$ cat src/rtl/bcd_ex3_pkg.sv
// rtl/bcd_ex3_pkg.sv - shared types and constants for the BCD to Excess-3 sequencer
package bcd_ex3_pkg;

    localparam int          DIGIT_W    = 4;
    localparam logic [3:0]  EX3_OFFSET = 4'd3;
    localparam logic [3:0]  BCD_MAX    = 4'd9;

    typedef enum logic [1:0] {
        IDLE = 2'b00,
        CONV = 2'b01,
        DONE = 2'b10
    } state_t;

endpackage

$ cat src/rtl/bcd_ex3_digit.sv
// rtl/bcd_ex3_digit.sv - combinational single-digit BCD to Excess-3 converter with invalid flag
module bcd_ex3_digit
    import bcd_ex3_pkg::*;
(
    input  logic [DIGIT_W-1:0] i_bcd,
    output logic [DIGIT_W-1:0] o_ex3,
    output logic               o_invalid
);

    // Non-BCD codes still convert arithmetically and simply wrap at 16.
    assign o_ex3     = i_bcd + EX3_OFFSET;
    assign o_invalid = (i_bcd > BCD_MAX);

endmodule

$ cat src/rtl/bcd_ex3_seq.sv
// rtl/bcd_ex3_seq.sv - serial BCD to Excess-3 word converter, one digit per clock; optional tap ports under BCD_EX3_SEQ_TAP_EN
module bcd_ex3_seq
    import bcd_ex3_pkg::*;
#(
    parameter int DIGITS = 4
) (
    input  logic                  clk,
    input  logic                  rst,
    input  logic                  in_valid,
    output logic                  in_ready,
    input  logic [4*DIGITS-1:0]   in_bcd,
    output logic                  out_valid,
    input  logic                  out_ready,
    output logic [4*DIGITS-1:0]   out_ex3,
    output logic                  out_err,
    output logic                  busy
`ifdef BCD_EX3_SEQ_TAP_EN
    ,
    output logic                  tap_valid,
    output logic [((DIGITS > 1) ? $clog2(DIGITS) : 1)-1:0] tap_idx,
    output logic [3:0]            tap_ex3
`endif
);

    localparam int W  = DIGIT_W * DIGITS;
    localparam int CW = (DIGITS > 1) ? $clog2(DIGITS) : 1;

    state_t          r_state;
    state_t          w_next;
    logic [W-1:0]    r_sh;
    logic [W-1:0]    r_res;
    logic [W-1:0]    r_out;
    logic [W-1:0]    w_res_next;
    logic            r_err;
    logic            r_out_err;
    logic [CW-1:0]   r_cnt;
    logic [3:0]      w_ex3;
    logic            w_inv;
    logic            w_last;

    bcd_ex3_digit u_digit (
        .i_bcd     (r_sh[DIGIT_W-1:0]),
        .o_ex3     (w_ex3),
        .o_invalid (w_inv)
    );

    assign w_last = (r_cnt == CW'(DIGITS - 1));

    // Converted digits enter at the top so digit 0 lands at the bottom after DIGITS shifts.
    generate
        if (DIGITS == 1) begin : g_res_one
            assign w_res_next = w_ex3;
        end else begin : g_res_multi
            assign w_res_next = {w_ex3, r_res[W-1:DIGIT_W]};
        end
    endgenerate

    // State register; reset aborts any word in flight.
    always_ff @(posedge clk) begin
        if (rst) begin
            r_state <= IDLE;
        end else begin
            r_state <= w_next;
        end
    end

    // Next-state and handshake outputs.
    always_comb begin
        w_next    = r_state;
        in_ready  = 1'b0;
        out_valid = 1'b0;
        busy      = 1'b1;
        case (r_state)
            IDLE: begin
                busy     = 1'b0;
                in_ready = !rst;
                if (in_valid) w_next = CONV;
            end
            CONV: begin
                if (w_last) w_next = DONE;
            end
            DONE: begin
                out_valid = 1'b1;
                if (out_ready) w_next = IDLE;
            end
            default: begin
                w_next = IDLE;
            end
        endcase
    end

    // Datapath: load on accept, shift one digit per CONV cycle, publish result on the last digit.
    always_ff @(posedge clk) begin
        if (rst) begin
            r_sh      <= '0;
            r_res     <= '0;
            r_out     <= '0;
            r_err     <= 1'b0;
            r_out_err <= 1'b0;
            r_cnt     <= '0;
        end else begin
            case (r_state)
                IDLE: begin
                    if (in_valid) begin
                        r_sh  <= in_bcd;
                        r_err <= 1'b0;
                        r_cnt <= '0;
                    end
                end
                CONV: begin
                    r_sh  <= r_sh >> DIGIT_W;
                    r_res <= w_res_next;
                    r_err <= r_err | w_inv;
                    r_cnt <= r_cnt + 1'b1;
                    if (w_last) begin
                        r_out     <= w_res_next;
                        r_out_err <= r_err | w_inv;
                    end
                end
                default: begin
                end
            endcase
        end
    end

    assign out_ex3 = r_out;
    assign out_err = r_out_err;

`ifdef BCD_EX3_SEQ_TAP_EN
    // Debug tap exposes the converter each CONV cycle and is zeroed otherwise.
    assign tap_valid = (r_state == CONV);
    assign tap_idx   = tap_valid ? r_cnt : '0;
    assign tap_ex3   = tap_valid ? w_ex3 : 4'd0;
`endif

endmodule

$ cat config.mk
export PLATFORM = sky130hd
export DESIGN_NAME = bcd_ex3_seq
export DESIGN_NICKNAME = d
export VERILOG_FILES = /design/src/rtl/bcd_ex3_pkg.sv /design/src/rtl/bcd_ex3_digit.sv /design/src/rtl/bcd_ex3_seq.sv
export SDC_FILE = /design/constraint.sdc
export NUM_CORES = 1
export LEC_CHECK = 0
export ABC_CLOCK_PERIOD_IN_PS = 1330
export CAP_MARGIN = 30
export CORE_MARGIN = 1.5
export CORE_UTILIZATION = 37
export CTS_CLUSTER_SIZE = 16
export DETAILED_ROUTE_END_ITERATION = 6
export PLACE_DENSITY = 0.73
export SYNTH_ARGS = -nofsm -noshare
export SYNTH_HDL_FRONTEND = slang
export SYNTH_SLANG_ARGS = --single-unit
$ cat constraint.sdc
create_clock -name clk -period 1.33 [get_ports clk]
set_clock_uncertainty 0.15 [all_clocks]
set_input_delay 0.266 -clock clk [delete_from_list [all_inputs] [get_ports clk]]
set_output_delay 0.266 -clock clk [all_outputs]
set_load 0.05 [all_outputs]
==> results.md <==
* Status: finished, violations left
* Failing checks: negative setup slack
* Syn Area/Cell at about 9 µm²
* Reg-to-reg slack, setup at -210 ps
* Total internal power at around 2.3 mW
* Initial Utilization at between 30% and 40%
* GRT Util Overall at 18.1%
* CTS root buffer: clkbuf_8
* Power per cell area at approximately 900 nW/µm²
* Initial antenna violation count at 0
* Post-CTS Hold Fix Bufs at 0
* Placed inst area at around 2900 µm²
* Hpwl dp at between 3000 and 4000 µm
* Final Critical Period at approximately 1500 ps
* Total grt overflow at 0
* Post-Route WL at 5430 µm
* Fin nets at 320
* Hold depth at 3
* Post-synth EDFFs at 0
* Final Hold Viols at 0
* Die outline width at about 78 µm
* Share of the synthesized area in the top cell type at approximately 48%
* CTS tree: built
* Hold path startpoint: rst
* Die Ht at 78.2 µm
* Share of power burned in combinational logic at 19.1%
* Fin area at 3500 µm²
* PnR worst setup slack at -212 ps
* Post-synth top area cell: dfxtp_1
* Top_reg_cell synth: dfxtp_1
* Global-route wire length before repair at 8840 µm
* CP max-delay cell: dfxtp_4
* Number of synthesized register bits at 50
* Leakage at about 1.3 nW
* Dpl ws at -353 ps
* Placer Congestion at a little over 0.8
* Antenna viol nets, final at 0
* Critical path class: reg -> reg
* # H-tree levels at 2
* Die area at 6110 µm²
* Sinks on Clock Net at 50
* Slew HR at between 80% and 90%
* Core area at ~5500 µm²
* Critical Path Sink Type: flip-flop
* Sequential share of the synthesized area at ~48%
* Net Switching at between 0.8 and 0.9 mW
* Cells after DPL at between 300 and 400
* RSZ-0062 raised after global routing: true
* Non-Filler Instances at 370
* CP delay by family, top: buffers and inverters
* Worst Hold Class: in -> reg
* Worst path max stage delay at around 370 ps
* Drt initial violations at roughly 110
* Synth Instances at roughly 240
* Share of layout cells above drive strength 1 at roughly half
* Row count at 27
* WP buf/inv at 4
* Ant. Diodes at 0
* Number of buffers created by CTS at 5
* Worst-Skew Late Latency at around 300 ps
* Peak supply drop at 0.508 mV
* Clock power share at 29.1%
* Critical R2R Launch: r_state[0]
* R2R cell count at 7
* # IOs at 40
* Period Utilization, post-route at 116%
* Ranking of synthesized cells by area: dfxtp_1 (48%), nand2_1 (8.1%), a211oi_2 (6.0%)
* Number of global-route vias before repair at 1881
* Layout area overhead at 67.5%
* Sw frac at between 20 and 30%
* Mapped Nets at around 260
* Sequential Power Share at around half
* Reg-to-Reg End: r_sh[3]
* Post-synth ARST share at 0%
* Vias at between 1.5k and 2k
* Actual slew at the worst max-slew pin at between 200 and 300 ps
* Max Fclk at approximately 0.65 GHz
* YS warnings at 0
* Max Cap Viol at 0
* Worst-path maximum fanout at 6
* Via density at 5.09
* Critical Path AT at roughly 1600 ps
* Pre-Repair DR Iteration Count at 4
* Drt wl/cell at around 15 µm
* Final Max Tran Viols at 0
* CP Cell Sequence: buf_6 -> buf_6 -> buf_8 -> o21ba_4 -> buf_8 -> nor2_2 -> a211oi_2
* Max Buffers Root-to-Sink at 2
* Port bufs at 39
* Final setup fails at 48
* Pin count of the biggest net entering global routing at 51
* # DRC at 0
* Clk pin slew, worst setup/hold paths at 90 ps
* Min-Delay Endpoint: r_sh[12]
* Synth cell types at 32
* Cell Area, Synth at about 2100 µm²
* Crit path required time at 1370 ps
* Crit start category: flip-flop
sequential cells by signal (all words and copies together) (netlist names):
name and count:
out_ex3 16, r_sh 16, r_res 12, r_cnt 2, r_state 2, out_err 1, r_err 1
final cells by class:
| type | instances | area, µm² |
|---|---|---|
| sequential | 50 | 1010 |
| timing repair buffer | 71 | 968 |
| inverter | 5 | 27.5 |
| fill | 443 | 1970 |
| clock buffer | 6 | 82.6 |
| tap | 72 | 90.1 |
| multi-input combinational | 163 | 1300 |
| timing repair inverter | 1 | 7.51 |
| clock inverter | 2 | 12.5 |
tightest hold or removal path, delay by kind of cell:
| kind | cells | cell delay [ps] |
|---|---|---|
| buf+inv | 2 | 320 |
| simple gates | 1 | 110 |
through the flow:
step           total power, mW  util [%]  TNS, ps  hold slack, ps
2_1_floorplan             1.90         -     -392             282
3_3_place_gp              2.05      52.5    -4380             291
3_5_place_dp              2.06      52.5    -5700             297
4_1_cts                   3.08      60.9    -5190             298
5_1_grt                   3.27      63.9    -8310             309
6_report                  3.14      63.9    -5010             285
per-layer routing:
metal | routed length [µm] | track usage [%] | up-vias
met3 | 183 | 3.37 | 8
met4 | 65 | 4.29 | 0
met1 | 2250 | 21.6 | 893
met2 | 2930 | 33.2 | 48
met5 | 0 | 0 | -
li1 | - | - | 933
power by group through the flow:
stage	Sequential, mW	Clock (mW)	Combinational, mW
3_5_place_dp	1.65	0	0.418
4_1_cts	1.62	0.926	0.532
3_3_place_gp	1.64	0	0.408
6_report	1.63	0.915	0.600
5_1_grt	1.64	0.988	0.642
2_1_floorplan	1.63	0	0.273
cells by family after synthesis:
family	share of synthesized area, %
compound gates	24.4
xor+xnor	0.838
buf+inv	6.23
mux	0.479
simple gates	18.4
fa+ha+maj	1.80
flops	47.9
cells in the final DEF, fill, tap and decap left out, types with 4 or more instances in the layout:
cell type        Yosys  final
dfxtp_1             50     44
nand2_1             45     38
buf_12               0     23
a21oi_1             25     20
clkdlybuf4s50_1      0     17
a211oi_2            10     16
nor2_4               0     13
buf_4                5     13
nor2_1              33     11
nor2_2               0      9
buf_6                1      9
o2bb2ai_2            0      6
clkbuf_8             0      6
nand2_2              0      5
a21oi_2              0      5
buf_8                0      5
dfxtp_2              0      4
cells in the mapped netlist, drive strengths merged (2+ instances only):
cell type	number
dfxtp	50
nand2	45
nor2	33
a21oi	25
a211oi	18
buf	15
o2bb2ai	9
clkbuf	5
inv	5
nand2b	4
a32oi	3
ha	3
nor2b	3
o21ai	3
o22ai	3
a221oi	2
and3b	2
o21bai	2
worst max path at each step:
| stage | startpoint | end | slack (ps) | cells past startpoint |
|---|---|---|---|---|
| floorplan | r_state[0] | in_ready | -180 | 5 |
| detailed placement | in_valid | r_sh[15] | -350 | 5 |
| finish | r_state[0] | r_sh[3] | -210 | 7 |
| CTS | r_state[0] | busy | -210 | 4 |
| global route | r_state[0] | r_sh[3] | -290 | 7 |
| global placement | in_valid | r_sh[3] | -250 | 5 |
repair_timing:
action,CTS,global route
pin swaps,15,22
resized for setup,80,34
endpoints found under the setup margin,32,54
gates cloned,4,1
endpoints found under the hold margin,0,0
buffers inserted,8,1
Power figures use the tool's default switching activity.
